`src/rtl/ce_generator_multi.sv`:
```
// ce_generator_multi
// Multi-channel clock-enable generator. A free-running master counter feeds
// NUM_CH power-of-two enable channels whose ratio can be changed at run time
// (applied only at a counter wrap), plus one fractional phase-accumulator
// enable for non-power-of-two rates.
//
// Ports:
//   clk          system clock
//   reset_n      synchronous active-low reset
//   div_sel      requested ratio select per channel, ratio = 2^sel
//   ch_en        per-channel enable; 0 forces that channel's pulses to 0
//   resync       strobe that realigns the master counter to 0
//   frac_inc     fractional increment, f_out = f_clk*frac_inc/2^ACC_W
//   ce_p / ce_n  positive / negative phase single-cycle enables
//   clk_div      50% square wave toggling on each ce_p
//   sel_pending  requested select differs from the active one
//   ce_frac      registered accumulator carry pulse
//   ce_base      master counter is 0
module ce_generator_multi #(
  parameter int CNT_W   = 6,
  parameter int NUM_CH  = 4,
  parameter int SEL_W   = 3,
  parameter int DEF_SEL = 3,
  parameter int ACC_W   = 16
) (
  input  logic                     clk,
  input  logic                     reset_n,
  input  logic [NUM_CH*SEL_W-1:0]  div_sel,
  input  logic [NUM_CH-1:0]        ch_en,
  input  logic                     resync,
  input  logic [ACC_W-1:0]         frac_inc,
  output logic [NUM_CH-1:0]        ce_p,
  output logic [NUM_CH-1:0]        ce_n,
  output logic [NUM_CH-1:0]        clk_div,
  output logic [NUM_CH-1:0]        sel_pending,
  output logic                     ce_frac,
  output logic                     ce_base
);

  logic [CNT_W-1:0]             cnt_q, cnt_d;
  logic [NUM_CH-1:0][SEL_W-1:0] sel_q, sel_d;
  logic [NUM_CH-1:0]            clk_div_q, clk_div_d;
  logic [ACC_W-1:0]             acc_q, acc_d;
  logic                         ce_frac_q, ce_frac_d;
  logic                         wrap;
  logic [ACC_W:0]               acc_sum;

  // Selects beyond the counter range clamp to the largest usable ratio.
  function automatic logic [SEL_W-1:0] sat_sel(input logic [SEL_W-1:0] s);
    if (int'(s) > CNT_W - 1) return SEL_W'(CNT_W - 1);
    return s;
  endfunction

  always_comb begin
    logic [CNT_W-1:0] mask;
    logic [CNT_W-1:0] half;
    logic [CNT_W-1:0] phase;
    logic [SEL_W-1:0] req;

    // Select updates only on the edge that takes cnt to 0, so the first
    // pulse at a new rate lands at cnt = 0 and no runt period appears.
    wrap    = resync || (cnt_q == '1);
    cnt_d   = resync ? '0 : cnt_q + CNT_W'(1);
    ce_p    = '0;
    ce_n    = '0;
    sel_d   = sel_q;
    sel_pending = '0;

    for (int ch = 0; ch < NUM_CH; ch++) begin
      req   = div_sel[ch*SEL_W +: SEL_W];
      mask  = (CNT_W'(1) << sel_q[ch]) - CNT_W'(1);
      half  = (CNT_W'(1) << sel_q[ch]) >> 1;
      phase = cnt_q & mask;
      ce_p[ch] = reset_n && ch_en[ch] && (phase == '0);
      // For sel = 0 half is 0, which would alias ce_p; ce_n stays low there.
      ce_n[ch] = reset_n && ch_en[ch] && (sel_q[ch] != '0) && (phase == half);
      sel_pending[ch] = (req != sel_q[ch]);
      if (wrap) sel_d[ch] = sat_sel(req);
    end

    // clk_div only advances on delivered ce_p, so it freezes while disabled.
    clk_div_d = clk_div_q ^ ce_p;

    acc_sum   = {1'b0, acc_q} + {1'b0, frac_inc};
    acc_d     = acc_sum[ACC_W-1:0];
    ce_frac_d = acc_sum[ACC_W];

    clk_div = clk_div_q & {NUM_CH{reset_n}};
    ce_frac = ce_frac_q & reset_n;
    ce_base = reset_n && (cnt_q == '0);
  end

  always_ff @(posedge clk) begin
    if (!reset_n) begin
      cnt_q     <= '0;
      clk_div_q <= '0;
      acc_q     <= '0;
      ce_frac_q <= 1'b0;
      for (int ch = 0; ch < NUM_CH; ch++) begin
        sel_q[ch] <= sat_sel(SEL_W'(DEF_SEL));
      end
    end else begin
      cnt_q     <= cnt_d;
      sel_q     <= sel_d;
      clk_div_q <= clk_div_d;
      acc_q     <= acc_d;
      ce_frac_q <= ce_frac_d;
    end
  end

endmodule

```
`config.mk`:
```
export PLATFORM = sky130hd
export DESIGN_NAME = ce_generator_multi
export DESIGN_NICKNAME = d
export VERILOG_FILES = /design/src/rtl/ce_generator_multi.sv
export SDC_FILE = /design/constraint.sdc
export NUM_CORES = 1
export LEC_CHECK = 0
export ABC_AREA = 1
export BUFFER_PORTS_ARGS = -buffer_cell sky130_fd_sc_hd__buf_2
export CAP_MARGIN = 20
export CORE_MARGIN = 2
export CORE_UTILIZATION = 38
export DETAILED_ROUTE_END_ITERATION = 12
export GPL_TIMING_DRIVEN = 1
export SYNTH_ARGS = -nofsm -noshare
export SYNTH_HDL_FRONTEND = slang
export SYNTH_SLANG_ARGS = --single-unit
```
`constraint.sdc`:
```
create_clock -name clk -period 2.24 [get_ports clk]
set_input_delay 0.336 -clock clk [delete_from_list [all_inputs] [get_ports clk]]
set_output_delay 0.336 -clock clk [all_outputs]
set_load 0.02 [all_outputs]
```
======== After elaboration in Yosys (flattened, before gate mapping) ========
Cells that the tools add are included.
cells by class
  $add $sub $neg .......................... 6
  multipliers ............................. 0
  divide/modulo/power cells ............... 0
  $lt $le $gt $ge ......................... 4
  equality and inequality tests ........... 9
  shifts and indexed selects .............. 4
  mux-type cells .......................... 16
  bitwise operators ....................... 8
  reductions and logical operators ........ 28
operator list
  cell                   number
  $logic_not A6 Y1       5
  $and A6 B6 Y6          4
  $eq A6 B5 Y1           4
  $mux W3                8
  $shl A1 B3 Y6 const A  4
  $sub A6 B2 Y6 const B  4
  $add A16 B16 Y17       1
  $logic_and A1 B1 Y1    17
  $gt A3 B3 Y1 const B   4
  $ne A3 B3 Y1           4
  $reduce_bool A3 Y1     4
  $mux W1                8
  $add A6 B1 Y6 const B  1
  $eq A6 B6 Y1 const B   1
  $and A4 B4 Y4          1
  $xor A4 B4 Y4          1
  $reduce_or A2 Y1       1
  $and A1 B1 Y1          1
  $logic_or A1 B1 Y1     1
  $not A1 Y1             1
storage, ports and cells
  register bits ........................... 39
  bits in latches ......................... 0
  memory bits (writable) .................. 0
  memory bits (read-only) ................. 0
  input bits .............................. 35
  output and inout bits ................... 18
  word-level logic and storage cells ...... 83
  memories kept ........................... 0

======== Depth between registers and ports, before layout ========
  depth in word-level cells ............... 6
  depth in mapped cells ................... 12
  depth with buffers taken out ............ 12

======== Worst setup path after synthesis ========
No wires, ideal clock.
  path type ............................... register to output
  from .................................... reg sel_q[0] (netlist bit)
  to ...................................... out ce_n[0]
  arrival ................................. 1.730 ns
  required time ........................... 1.904 ns
  path slack .............................. 0.174 ns
  stages on the path, launching flop included .. 11
  path buffers ............................ 0
  cells stage by stage .................... dfxtp_1 inv_2 nor3_1 inv_1 ha_1 inv_1 nand2_1 inv_1 xor2_1 nand4_1 nor2_1
on the way
  longest elaborated chain between the ends .. 5
  elaborated cells between the ends (all ways) .. 7
  classes of those cells .................. 1 x add/sub; 1 x eq/ne; 1 x shift; 1 x bitwise; 3 x reduce/logical
RTL lines
  item                              line    source
  start: declaration                41      logic [NUM_CH-1:0][SEL_W-1:0] sel_q, sel_d;
  start signal: indexed assignment  100     sel_q[ch] <= sat_sel(SEL_W'(DEF_SEL));
  start signal: assignment          104     sel_q <= sel_d;
  $shl A1 B3 Y6                     71, 72
  $sub A6 B2 Y6                     71      mask = (CNT_W'(1) << sel_q[ch]) - CNT_W'(1);
  $and A6 B6 Y6                     73      phase = cnt_q & mask;
  $eq A6 B5 Y1                      76      ce_n[ch] = reset_n && ch_en[ch] && (sel_q[ch] != '0) && (phase == half);
  $logic_and A1 B1 Y1 (*)           76
  end: declaration                  33      output logic [NUM_CH-1:0] ce_n,
Mark *: on every way between the ends. The rest lies on a longest branch, timed or not.

======== Worst setup path in the final report ========
  from .................................... reg sel_q[2] (netlist bit)
  to ...................................... out ce_p[0]
on the way
  longest elaborated chain between the ends .. 5
RTL lines
  item                 line  source
  $shl A1 B3 Y6        71
  $sub A6 B2 Y6        71
  $and A6 B6 Y6        73
  $logic_not A6 Y1     74    ce_p[ch] = reset_n && ch_en[ch] && (phase == '0);
  $logic_and A1 B1 Y1  74
  end: declaration     32    output logic [NUM_CH-1:0] ce_p,
No other way between the ends.

==> summary.md <==
| Metric | Value |
|---|---|
| Clock tree sinks | `39` |
| Hold WC Path Type | `in2reg` |
| Critical R2R Launch | `cnt_q[0]` |
| CP Capture Type | `output pin` |
| Average cell area after synthesis | `about 6 um2` |
| Net Count, Synth | `628` |
| Initial core utilization | `39.37%` |
| H-tree levels | `2` |
| Via Count | `3657` |
| GRT Total Usage | `18.42%` |
| Num CTS Buffers | `5` |
| Final ANT Viol Nets | `0` |
| Final setup vio count | `0` |
| Via/cell ratio | `4.909` |
| WHS | `0.2982 ns` |
| Syn Std Cell Area | `3433 um2` |
| IO Pins | `53` |
| Setup ws final | `between 0.06 and 0.07 ns` |
| Tightest Pin Transition | `0.5377 ns` |
| Initial antenna violation count | `0` |
| Reg-to-reg slack, setup | `approximately 0.34 ns` |
| PortBufs | `between 50 and 60` |
| FF+latch count, synth | `39` |
| FF-to-FF path depth | `9` |
| Critical Path Source | `sel_q[2]` |
| Area grow syn2layout | `22.16%` |
| Rel. slew slack | `64.10%` |
| Peak VDD IR | `230.2 uV` |
| Reg2reg end | `sel_q[1]` |
| Distinct cells, synth | `36` |
| Worst endpoint required time | `1.90 ns` |
| Commonest cells after routing, fill and taps aside | `nand2_1 (152), inv_1 (84), nand3_1 (47)` |
| CTS tree | `yes` |
| Clock Latency Late Sink | `0.29 ns` |
| Crit Path Max Fanout | `7` |
| First-pass GRT wire length | `15110 um` |
| Pwr per Cell Area | `604.0 nW/um2` |
| DP HPWL | `approximately 6600 um` |
| RSZ-0062 raised after global routing | `yes` |
| WL per Instance | `11.84 um` |
| WS Path Type | `reg2out` |
| Num rows | `34` |
| Startpoint Class | `flop` |
| 1st-pass router iterations | `5` |
| Vias in the first global route | `3417` |
| CP endpoint | `ce_p[0]` |
| CTS max path bufs | `2` |
| GPL Wtd Cong | `0.8797` |
| Final min period | `~2.2 ns` |
| Ys Warns | `0` |
| ANT cells | `0` |
| Gate Count Post-Synth | `570` |
| Pleak | `2.243 nW` |
| Initial drt markers | `160` |
| Max Clock Freq | `0.4593 GHz` |
| Period utilization | `97.20%` |
| Synth top area share | `a little under a quarter` |
| Remaining global-route overflow | `0` |
| Core Footprint | `8721 um2` |
| Fin Clk Skew | `0.007721 ns` |
| Die span in y | `99.05 um` |
| Dpl ws | `about 0.17 ns` |
| Max-slew violations | `0` |
| Die width | `roughly 99 um` |
| Area leader, netlist | `dfxtp_1` |
| Number of max-cap violations | `0` |
| Final Net Count | `694` |
| Post-synthesis sequential area ratio | `22.74%` |
| CTS Hold Buffers Added | `0` |
| Layout cell share with drive strength beyond 1 | `between 20% and 30%` |
| Die area | `9811 um2` |
| Final hold vios | `0` |
| Top cells by area, synth | `dfxtp_1 (23%), nand2_1 (17%), inv_1 (9.9%)` |
| Layout fillers | `916` |
| CTS root buf | `clkbuf_8` |
| Clock Pin Slew Worst Setup and Hold Paths | `approximately 0.080 ns` |
| WL final | `8818 um` |
| Largest net degree at the start of global routing | `18` |
| Most common cell after layout, fill and taps aside | `nand2_1` |
| Status | `complete, no violations` |
| CP arrival | `1.84 ns` |
| DRC | `0` |
| Setup_tns | `0 ns` |
==> power breakdown <==
part           total (mW)  switching [mW]  leakage [nW]  internal, mW
Combinational        1.19           0.730          1.88         0.456
Clock               0.476           0.257        0.0422         0.219
Sequential          0.871          0.0653         0.325         0.806
Total                2.53            1.05          2.24          1.48
==> area by class of cell <==
cell class	instances	area (um2)	share of cell area, %
multi-input combinational	414	2330	55.55
sequential	39	812.0	19.36
timing repair buffer	75	451.7	10.77
inverter	101	384.1	9.159
tap	108	135.1	3.222
clock buffer	7	76.32	1.820
clock inverter	1	5.005	0.1193
==> cells by family (layout without fill, tap and decap cells) <==
kind of cell	after synthesis	in the layout	synth area share [%]
flip-flops	39	39	22.74
adder cells (fa/ha/maj)	23	23	8.600
AND/OR/NAND/NOR	308	308	39.94
buffers and inverters	117	184	13.59
XOR/XNOR	17	17	4.337
AO/OA/AOI/OAI	66	66	10.79
==> stage by stage <==
stage                     instance area [um2]  util [%]  total power, mW  std cells
after global placement                   3816     43.76            1.986        724
after detailed placement                 3816     43.76            2.006        724
after global routing                     4194     48.09            2.787        745
final                                    4194     48.09            2.533        745
after CTS                                4020     46.10            2.521        741
after floorplan                          3433         -            1.742        570
==> Yosys cell counts (all sizes together) <==
library cell	count
nor2	60
a21boi	1
nand2	163
nor3	8
and2	1
xor2	5
nor3b	1
o21ai	21
dfxtp	39
ha	22
inv	101
nand3	57
clkbuf	5
o211a	1
o21a	1
nand4	14
fa	1
nand3b	4
o22ai	1
buf	11
a211oi	1
a31oi	4
o2111ai	1
o211ai	7
xnor2	12
a21oi	28
==> critical path, stage by stage, from the launching register on <==
cell,delay [ns]
dfxtp_4,0.39
nor3_4,0.22
inv_2,0.07
ha_4,0.26
inv_2,0.03
nand2_2,0.06
inv_2,0.04
nor3_1,0.15
nand2_1,0.09
nor2_2,0.10
buf_4,0.15
==> layer usage <==
layer / global-route usage (%) / part of all wire (%) / vias to the layer above / routed length (um)
met4: 6.744 / 1.7 / 0 / 150
li1: - / - / 1949 / -
met5: 0 / 0 / - / 0
met2: 29.05 / 45 / 89 / 3936
met1: 25.31 / 49 / 1607 / 4347
met3: 2.979 / 4.4 / 12 / 384
==> worst min-delay path by stage <==
stage            startpoint      endpoint  slack [ns]  depth (start not counted)
2_1_floorplan    div_sel[1]      sel_q[1]        0.47                          2
3_3_place_gp       sel_q[8]      sel_q[8]        0.50                          2
3_5_place_dp   clk_div_q[0]  clk_div_q[0]        0.50                          2
4_1_cts          div_sel[1]      sel_q[1]        0.29                          3
5_1_grt          div_sel[1]      sel_q[1]        0.29                          3
6_report         div_sel[1]      sel_q[1]        0.30                          3
==> state kept, by name, summed over array words and instances (netlist names) <==
signal / cells
cnt_q: 6
sel_q: 12
acc_q: 16
clk_div_q: 4
ce_frac_q: 1
==> repair_timing <==
action                     CTS  global route
gates resized for setup     23            37
pin swaps                    9            14
setup endpoints to repair    8             8
buffers inserted             9             4
gates cloned                 0             0
(Power assumes the default switching activity.)
